### src/rtl/frame_header_packer.sv
// Buffers one input frame, then replays it as a length header followed by the body
// words over a req/ack handshake. Oversize frames are swallowed and flagged.
module frame_header_packer #(
   parameter int unsigned ParamA = 8,
   parameter int unsigned Depth  = 4
) (
   input  logic              i_clk,
   input  logic              i_rst_n,
   input  logic              i_valid,
   output logic              o_ready,
   input  logic [ParamA-1:0] i_data,
   input  logic              i_last,
   output logic              o_req,
   input  logic              i_ack,
   output logic [ParamA-1:0] o_data,
   output logic              o_head,
   output logic              o_tail,
   output logic              o_overflow
);

   localparam int unsigned CntW = $clog2(Depth + 1);
   localparam int unsigned IdxW = (Depth > 1) ? $clog2(Depth) : 1;

   typedef enum logic [1:0] {StFill, StDrop, StHead, StBody} state_e;

   state_e            state_q, state_d;
   logic [CntW-1:0]   count_q, count_d;
   logic [CntW-1:0]   rd_q, rd_d;
   logic              ovf_q, ovf_d;
   logic [ParamA-1:0] buf_q [Depth];
   logic [ParamA-1:0] buf_d [Depth];

   logic in_xfer;
   logic out_xfer;
   logic is_tail;

   assign in_xfer    = i_valid & o_ready;
   assign out_xfer   = o_req & i_ack;
   assign is_tail    = (rd_q == count_q - CntW'(1));
   assign o_overflow = ovf_q;

   always_ff @(posedge i_clk) begin
      if (!i_rst_n) begin
         state_q <= StFill;
         count_q <= '0;
         rd_q    <= '0;
         ovf_q   <= 1'b0;
      end else begin
         state_q <= state_d;
         count_q <= count_d;
         rd_q    <= rd_d;
         ovf_q   <= ovf_d;
      end
   end

   // Buffer contents are meaningless until count says otherwise, so no reset.
   always_ff @(posedge i_clk) begin
      buf_q <= buf_d;
   end

   always_comb begin
      o_ready = 1'b0;
      o_req   = 1'b0;
      o_head  = 1'b0;
      o_tail  = 1'b0;
      o_data  = '0;
      unique case (state_q)
         StFill, StDrop: o_ready = i_rst_n;
         StHead: begin
            o_req              = 1'b1;
            o_head             = 1'b1;
            o_data[CntW-1:0]   = count_q;
         end
         StBody: begin
            o_req  = 1'b1;
            o_data = buf_q[rd_q[IdxW-1:0]];
            o_tail = is_tail;
         end
         default: ;
      endcase
   end

   always_comb begin
      state_d = state_q;
      count_d = count_q;
      rd_d    = rd_q;
      ovf_d   = 1'b0;
      buf_d   = buf_q;
      unique case (state_q)
         StFill: begin
            if (in_xfer) begin
               if (count_q < CntW'(Depth)) begin
                  buf_d[count_q[IdxW-1:0]] = i_data;
                  count_d                  = count_q + CntW'(1);
                  if (i_last) state_d = StHead;
               end else if (i_last) begin
                  // One word past capacity and already the last: flag and restart.
                  ovf_d   = 1'b1;
                  count_d = '0;
               end else begin
                  state_d = StDrop;
               end
            end
         end
         StDrop: begin
            if (in_xfer && i_last) begin
               ovf_d   = 1'b1;
               count_d = '0;
               state_d = StFill;
            end
         end
         StHead: begin
            if (out_xfer) begin
               rd_d    = '0;
               state_d = StBody;
            end
         end
         StBody: begin
            if (out_xfer) begin
               if (is_tail) begin
                  count_d = '0;
                  rd_d    = '0;
                  state_d = StFill;
               end else begin
                  rd_d = rd_q + CntW'(1);
               end
            end
         end
         default: ;
      endcase
   end

endmodule

### config.mk
export PLATFORM = sky130hd
export DESIGN_NAME = frame_header_packer
export DESIGN_NICKNAME = d
export VERILOG_FILES = /design/src/rtl/frame_header_packer.sv
export SDC_FILE = /design/constraint.sdc
export NUM_CORES = 1
export LEC_CHECK = 0
export ABC_AREA = 0
export BUFFER_PORTS_ARGS = -buffer_cell sky130_fd_sc_hd__buf_4
export CORE_UTILIZATION = 30
export DETAILED_ROUTE_END_ITERATION = 16
export PLACE_DENSITY = 0.51
export SLEW_MARGIN = 30
export SYNTH_ARGS = -nofsm -noshare
export SYNTH_HDL_FRONTEND = slang
export SYNTH_SLANG_ARGS = --single-unit
### constraint.sdc
create_clock -name i_clk -period 3.1 [get_ports i_clk]
set_input_delay 0.62 -clock i_clk [delete_from_list [all_inputs] [get_ports i_clk]]
set_output_delay 0.62 -clock i_clk [all_outputs]
set_load 0.05 [all_outputs]
==> results of run 1 <==
per-stage QoR:
stage	hold slack [ns]	utilization, %	total power, uW
3_5_place_dp	0.519	35.7	719
3_3_place_gp	0.503	35.7	716
5_1_grt	0.497	37.2	1110
2_1_floorplan	0.471	-	683
4_1_cts	0.510	37.2	1080
6_report	0.518	37.2	1070
cell usage after synthesis, drive strengths merged (3+ instances only):
cell,count
o21ai,6
a31oi,3
nand2,10
mux2i,3
dfxtp,9
clkbuf,5
and2,5
nor2b,8
inv,5
edfxtp,32
nor2,6
mux4,8
nor3,3
ha,5
buf,3
flip-flops by register name, indices dropped and copies added (netlist names):
| register | count |
|---|---|
| count_q | 3 |
| o_overflow | 1 |
| rd_q | 3 |
| state_q | 2 |
| buf_q | 32 |
area by class of cell:
cell class | instances | area (um2)
tap | 75 | 93.8
multi-input combinational | 79 | 674
sequential | 41 | 1140
clock buffer | 5 | 68.8
inverter | 5 | 18.8
timing repair buffer | 26 | 195
fill | 587 | 3740
clock inverter | 3 | 25.0
cell families (layout without fill, tap and decap cells):
family | Yosys count | in the layout | share of synthesized area [%]
AOI/OAI and AO/OA | 20 | 20 | 7.26
xor gates and xnor gates | 4 | 4 | 2.76
adders and majority gates | 5 | 5 | 3.36
buffers and inverters | 13 | 39 | 2.82
DFF | 41 | 41 | 61.3
muxes | 11 | 11 | 11.3
and+or+nand+nor | 39 | 39 | 11.2
power breakdown:
| part | switching, uW | total (uW) | internal [uW] |
|---|---|---|---|
| combinational | 54.8 | 92.7 | 37.9 |
| sequential | 8.16 | 612 | 604 |
| clock | 202 | 364 | 163 |
| total | 265 | 1070 | 804 |
per-layer routing:
layer | wire, um | share of wire, %
met1 | 1630 | 45
met2 | 1780 | 49
met3 | 222 | 6.1
met4 | 21 | 0.57
met5 | 0 | 0
worst paths after layout:
check	from	to	slack, ns	depth (start not counted)
setup / recovery	rd_q[0]	o_data[2]	0.43	4
hold / removal	i_data[6]	buf_q[6]	0.52	1
setup reg to reg	count_q[0]	rd_q[0]	1.00	6
hold reg to reg	rd_q[2]	rd_q[2]	0.53	2
cell usage in the layout (no fill, tap or decap):
cell | synthesis | routed
sky130_fd_sc_hd__edfxtp_1 | 32 | 32
sky130_fd_sc_hd__ha_1 | 5 | 5
sky130_fd_sc_hd__a31oi_1 | 3 | 3
sky130_fd_sc_hd__mux2i_1 | 3 | 3
sky130_fd_sc_hd__nor2b_1 | 8 | 8
sky130_fd_sc_hd__buf_4 | 0 | 26
sky130_fd_sc_hd__nor4_2 | 0 | 1
sky130_fd_sc_hd__mux4_2 | 8 | 8
sky130_fd_sc_hd__clkinv_4 | 0 | 1
sky130_fd_sc_hd__nand3_1 | 1 | 1
sky130_fd_sc_hd__o211a_1 | 1 | 1
sky130_fd_sc_hd__or2b_1 | 1 | 1
sky130_fd_sc_hd__clkinvlp_4 | 0 | 1
sky130_fd_sc_hd__nor2_1 | 6 | 6
sky130_fd_sc_hd__a21oi_1 | 1 | 1
sky130_fd_sc_hd__and2_1 | 5 | 5
sky130_fd_sc_hd__a31o_2 | 1 | 1
sky130_fd_sc_hd__clkbuf_8 | 0 | 5
sky130_fd_sc_hd__xnor2_1 | 2 | 2
sky130_fd_sc_hd__nor3_1 | 2 | 2
sky130_fd_sc_hd__a21boi_1 | 2 | 2
sky130_fd_sc_hd__a211o_1 | 2 | 2
sky130_fd_sc_hd__xor2_1 | 1 | 1
sky130_fd_sc_hd__o21a_1 | 1 | 1
sky130_fd_sc_hd__nand2_1 | 10 | 10
sky130_fd_sc_hd__inv_1 | 5 | 5
sky130_fd_sc_hd__o21ai_0 | 6 | 6
sky130_fd_sc_hd__inv_6 | 0 | 1
sky130_fd_sc_hd__nor4_1 | 2 | 1
sky130_fd_sc_hd__a21o_1 | 1 | 1
sky130_fd_sc_hd__o211ai_1 | 2 | 2
sky130_fd_sc_hd__or4_1 | 1 | 1
sky130_fd_sc_hd__nor3_2 | 1 | 1
sky130_fd_sc_hd__xor3_2 | 1 | 1
sky130_fd_sc_hd__dfxtp_1 | 9 | 9
sky130_fd_sc_hd__nand3b_1 | 2 | 2
==> impl.org, run 1 <==
** Outcome
- The flow ran to the end, and the final reports show no timing, DRC or antenna violations.

** Routing
- After detailed routing, the number of remaining DRC violations is 0.
- 1st-iter DRT viols :: 38
- Number of iterations in the first detailed-routing pass :: 4
- The final route contains 1,147 vias.
- Avg WL per Cell :: 15.6 um
- After detailed routing, the number of vias per cell comes to 4.90.
- Once detail routing completed, the nets flagged for antenna violations numbered 0.
- For this block, the routed nets add up to 3660 um of wire.

** Placed design
- Worst setup slack before clock tree synthesis :: 0.645 ns
- The number of placed instances, taps included, is 226.
- Total half-perimeter wirelength after legalization and detailed placement :: 2470 um
- Buffers placed on the I/O ports in this run total 25.
- Cell area after placement :: 2120 um2
- At the end of routability-driven placement, the weighted congestion stood at 0.711.

** Worst setup path
- STA puts the critical path data arrival time at 2.05 ns.
- Worst EP required :: 2.48 ns
- CP endpoint kind :: output port
- Walking the worst path, the cells encountered are mux4_2, mux2i_1, nor2_1, buf_4.
- The critical path is of the register to output port type.
- For this design, the slowest cell found on the critical path is sky130_fd_sc_hd__dfxtp_1.
- Type of element launching the critical path :: register
- Broken down by cell family, the worst path's largest delay share belongs to flip-flops.
- CP Max Fanout :: 12
- On the worst path, the slowest cell contributes a delay of 0.78 ns.
- CP bufs+invs :: 1

** Logic synthesis
- Synth warnings :: 0
- Cells taking the most area after synthesis :: sky130_fd_sc_hd__edfxtp_1 (52%), sky130_fd_sc_hd__dfxtp_1 (9.7%), sky130_fd_sc_hd__mux4_2 (9.7%), sky130_fd_sc_hd__ha_1 (3.4%), sky130_fd_sc_hd__nor2b_1 (2.7%)
- Flip-flop and latch count after synthesis :: 41
- Synthesis handed over a netlist of 133 instances.
- In the synthesized netlist the dominant register cell turns out to be sky130_fd_sc_hd__edfxtp_1.
- FFs w/ async S/R, synth :: 0%
- Summed over all instances, the cell type with the most area after synthesis is sky130_fd_sc_hd__edfxtp_1.
- Number of flops mapped to enable cells by yosys :: 32
- The synthesized netlist occupies a cell area of 1860 um2.
- Post-synth top area share :: 51.6%
- Distinct cell type count after synthesis :: 32
- Sequential-to-total area share from yosys stat :: 61.3%
- Number of nets produced by synthesis :: 151
- Syn_area_per_cell :: 14.0 um2

** Floorplan
- After floorplanning, the core was sized to cover 5960 um2.
- The floorplan step defined a die boundary enclosing 6520 um2.
- For this design the top-level I/O count stands at 26.
- Die X-Extent :: 80.8 um
- Core Rows :: 28
- Starting density of the core :: 31.3%
- The die is 80.8 um tall.

** Clock tree
- Buffer type at the clock tree root :: sky130_fd_sc_hd__clkbuf_8
- TritonCTS built the clock tree.
- Max clock buf depth :: 2
- Clock-pin slew was measured on the worst setup and hold paths at 0.09 ns.
- Count of clock tree sinks :: 41
- Buffers added to address setup during post-CTS repair amount to 0.
- After clock tree synthesis, the repair step resized 0 gates.
- For this design, the CTS-stage hold fixing added 0 buffers.
- Num CTS Buffers :: 5
- Clock latency at the later pin of the worst-skew pair :: 0.30 ns
- Max H-tree Level :: 2

** Cells and area
- Cells with a size suffix above 1 make up 28.9% of the layout.
- The final layout contains 176 nets.
- Final standard cell count with taps included and fillers excluded :: 234
- Syn-to-layout area delta :: 19.1%
- The finished cells cover 2220 um2.
- Diodes inserted :: 0

** Power
- Ratio of total power to cell area :: 482 nW/um2
- In this run the static leakage power is 0.000763 uW.
- VDD IR-drop max :: 0.000213 V

** Global routing
- The first global-routing pass estimated 5950 um of wire.
- The initial antenna violation count came to 0.
- Met3 Use GR :: 5.28%
- Met2 track demand over resource :: 21.2%
- met2 is the most crowded layer.
- Aggregate global routing overflow :: 0
- Global routing used 15.8% of the available met1 tracks.
- Global routing consumed, over all layers together, 12.9% of the routing resources.
- Number of global-route vias before repair :: 1,202
- Entering global routing, the biggest net connects 18 pins.

** STA
- Highest clock frequency the design can meet :: 0.374 GHz
- Between clock sinks in the finished design, the worst skew comes to 0.00261 ns.
- Setup violations remaining at the end of the flow were counted as 0.
- After routing, the total negative slack on setup checks comes to 0 ns.
- Setup slack on the critical path of the routed design comes to 0.425 ns.
- The worst path in the final design needs a cycle of 2.67 ns, including I/O delays and setup.
- Setup repair after global routing left no endpoint under its margin.
- Max-slew violation total from the final report :: 0
- For the pin with the worst max-slew slack, the measured transition is 0.698 ns.
- Hold violation total from the final report :: 0
- Crit share post-route :: 86.3%
- Worst slew margin :: 53.4%

** Hold path
- Class of the most critical hold timing path :: input port to register

** Run
- Number of violations of the max-capacitance limit :: 0
(Power assumes the default switching activity.)
==> run 2, diff against run 1 <==
==> constraint.sdc (replaced) <==
create_clock -name i_clk -period 3.4 [get_ports i_clk]
set_input_delay 0.68 -clock i_clk [delete_from_list [all_inputs] [get_ports i_clk]]
set_output_delay 0.68 -clock i_clk [all_outputs]
set_load 0.05 [all_outputs]
==> run 2 against run 1 <==
Compared with the run above: combinational power decreased by 9.9%; design area increased by 0.45%; flip-flop and latch count unchanged; largest power group unchanged; critical path type unchanged; final cell count unchanged; largest cell class unchanged; worst hold slack improved by 0.0022 ns.
==> impl.org, run 2 (synthesis gave the netlist of run 1 again) <==
** Cells and area
- Final standard cell count with taps included and fillers excluded :: 234 (unchanged)
- The area of all sequential standard cells came to 1140 um2 (unchanged).
- Nets@finish :: 176 (unchanged)
- The multi-input logic area came to 668 um2 (-0.93%).
- Share of layout cells above drive strength 1 :: 27.7% (-1.3 points)
- The library cell used most frequently in the layout, excluding fill and tap cells, is sky130_fd_sc_hd__edfxtp_1.
- The largest registers in the layout are buf_q x32, count_q x3, rd_q x3.
- Top register by number of flip-flops :: buf_q
- The number of flip-flops in the largest register was 32 (unchanged).
- Diodes inserted :: 0 (unchanged)
- In the layout the commonest cells are sky130_fd_sc_hd__edfxtp_1 (32), sky130_fd_sc_hd__buf_4 (26), sky130_fd_sc_hd__nand2_1 (10).
- Final core occ :: 37.4% (+0.17 points)
- Number of fillers in the final layout :: 592 (+0.85%)
- Syn-to-layout area delta :: 19.6%

** Floorplan
- The floorplan die width was 80.8 um (unchanged).
- Die ar. :: 6520 um2 (unchanged)
- The total number of placement rows came to 28 (unchanged).
- The floorplan die height was 80.8 um (unchanged).
- Number of placed I/O pins :: 26 (unchanged)
- Starting density of the core :: 31.3% (unchanged)
- Area inside the core boundary :: 5960 um2 (unchanged)

** Clock tree
- Count of clock tree sinks :: 41 (unchanged)
- The number of buffers between clock root and the deepest sink was 2 (unchanged).
- TritonCTS built the clock tree.
- The post-cts hold buffer count came to 0 (unchanged).
- Max H-tree Level :: 2 (unchanged)
- Post-CTS clock slew at the launch and capture registers of the worst setup and hold paths :: 0.08 ns (about the same)
- The clock latency on the worst-skew pair came to 0.29 ns (about the same).
- The tree is rooted in a sky130_fd_sc_hd__clkbuf_8.
- Number of setup buffers added after CTS :: 0 (unchanged)
- The post-cts sizing count is 0 (unchanged).
- Num CTS Buffers :: 5 (unchanged)

** Global routing
- The total congestion overflow came to 0 (unchanged).
- Gr usage total :: 11.8% (-1.1 points)
- Number of global-route vias before repair :: 1,098 (-8.7%)
- The maximum number of pins on one net before global-route repair came to 19 (+1).
- The initial antenna violation count was 0 (unchanged).
- First-pass GRT wire length :: 5410 um (-9.0%)

** Power
- Internal power of the cells :: 801 uW (-0.39%)
- Switching power :: 223 uW (-16%)
- VDD IR-drop max :: 0.000214 V (+0.58%)
- Power share of the combinational group :: 8.2% (-0.5 points)
- Switching fraction of total power :: 21.8% (-3.0 points)
- The sequential cell fraction of total power was 54.4% (-2.9 points).
- Ratio of total power to cell area :: 460 nW/um2 (-4.6%)
- The portion of total power attributed to the clock network is 37.4% (+3.3 points).
- The static power due to leakage was 0.000770 uW (+0.92%).

** Placed design
- The post-DP HPWL was 2340 um (-5.2%).
- Count of buffers inserted at the top-level ports :: 25 (unchanged)
- The total instance count after detailed placement came to 226 (unchanged).
- The setup slack after placement is 0.940 ns (+0.295 ns).
- The final weighted congestion in routability-driven placement is 0.737 (+3.6%).

** Worst setup path
- CP endpoint kind :: output port
- Chain of cells forming the critical path :: inv_1, ha_1, xnor2_1, nor4_1, buf_4
- Type of element launching the critical path :: register
- CP max stage cell :: sky130_fd_sc_hd__dfxtp_1
- CP Max Fanout :: 7 (-5)
- Critical path's largest stage delay :: 0.48 ns (-0.30 ns)
- Worst EP required :: 2.72 ns (+0.24 ns)
- Signal arrival time at the worst endpoint :: 2.09 ns (+0.04 ns)
- The setup path with the least slack is of type register to output port.

** Routing
- DR vias/cell :: 4.76 (-2.9%)
- The total length of routed wires is 3450 um (-5.7%).
- The first-pass detailed-route iteration total was 4 (unchanged).
- The total number of vias came to 1,114 (-2.9%).
- DRC violation count after routing :: 0 (unchanged)
- Avg WL per Cell :: 14.7 um (-5.7%)
- 1st-iter DRT viols :: 71 (+87%)
- Post-route ant nets :: 0 (unchanged)

** STA
- Worst slew margin :: 52.6% (-0.81 points)
- Hold violation total from the final report :: 0 (unchanged)
- Min Hold Slack :: 0.520 ns (+0.00218 ns)
- Crit share post-route :: 81.5%
- The final max-slew violation count was 0 (unchanged).
- The slack of the critical path was 0.628 ns (+0.203 ns).
- # setup viols final :: 0 (unchanged)
- Highest clock frequency the design can meet :: 0.361 GHz
- Layout Skew :: 0.00515 ns (+0.00254 ns)
- The post-route setup TNS came to 0 ns (unchanged).
- Transition time of the tightest slew-check pin :: 0.710 ns (+0.0121 ns)
- Setup repair after global routing left no endpoint under its margin.
- Final critical path time including I/O delays and setup :: 2.77 ns

** Hold path
- Class of the most critical hold timing path :: register to register

** Outcome
- The flow ran to the end, and the final reports show no timing, DRC or antenna violations.

** Run
- Number of violations of the max-capacitance limit :: 0 (unchanged)
==> run 2: metrics by stage <==
| step | instance area [um2] | power [uW] |
|---|---|---|
| floorplan | 1860 | 622 |
| global placement | 2120 | 652 |
| detailed placement | 2120 | 653 |
| CTS | 2230 | 1040 |
| global route | 2230 | 1060 |
| finish | 2230 | 1020 |
==> run 2: routing by layer <==
layer | share of wire, % | vias up | global-route usage, %
li1 | - | 542 | -
met1 | 46 | 541 | 14.9
met2 | 48 | 24 | 18.2
met3 | 3.8 | 7 | 4.04
met4 | 1.7 | 0 | 5.36
met5 | 0 | - | 0
==> run 2: worst max-delay path: cells and delay by family (launching register included) <==
kind                       cells  cell delay (ns)
DFF                            1             0.48
and+or+nand+nor                1             0.42
buffers and inverters          2             0.39
adders and majority gates      1             0.34
xor gates and xnor gates       1             0.17
==> run 2: worst paths after layout <==
| kind | startpoint | end | slack (ns) | cells after the start |
|---|---|---|---|---|
| max | count_q[0] | o_tail | 0.63 | 5 |
| min | rd_q[2] | rd_q[2] | 0.52 | 2 |
| max reg2reg | count_q[0] | rd_q[0] | 1.38 | 6 |
| min reg2reg | rd_q[2] | rd_q[2] | 0.52 | 2 |
==> run 2: layout make-up <==
class | instances | share of cell area [%]
clock buffers | 5 | 3.09
clock inverters | 3 | 1.85
inverters | 5 | 0.843
multi-input cells | 79 | 30.0
flip-flops and latches | 41 | 51.2
well taps | 75 | 4.21
repair buffers | 26 | 8.76
==> run 2: power groups by stage <==
stage / sequential [uW] / clock [uW] / combinational (uW)
2_1_floorplan: 566 / 0 / 56.6
3_3_place_gp: 569 / 0 / 83.3
3_5_place_dp: 569 / 0 / 84.1
4_1_cts: 558 / 395 / 84.4
5_1_grt: 559 / 415 / 91.2
6_report: 558 / 383 / 83.5
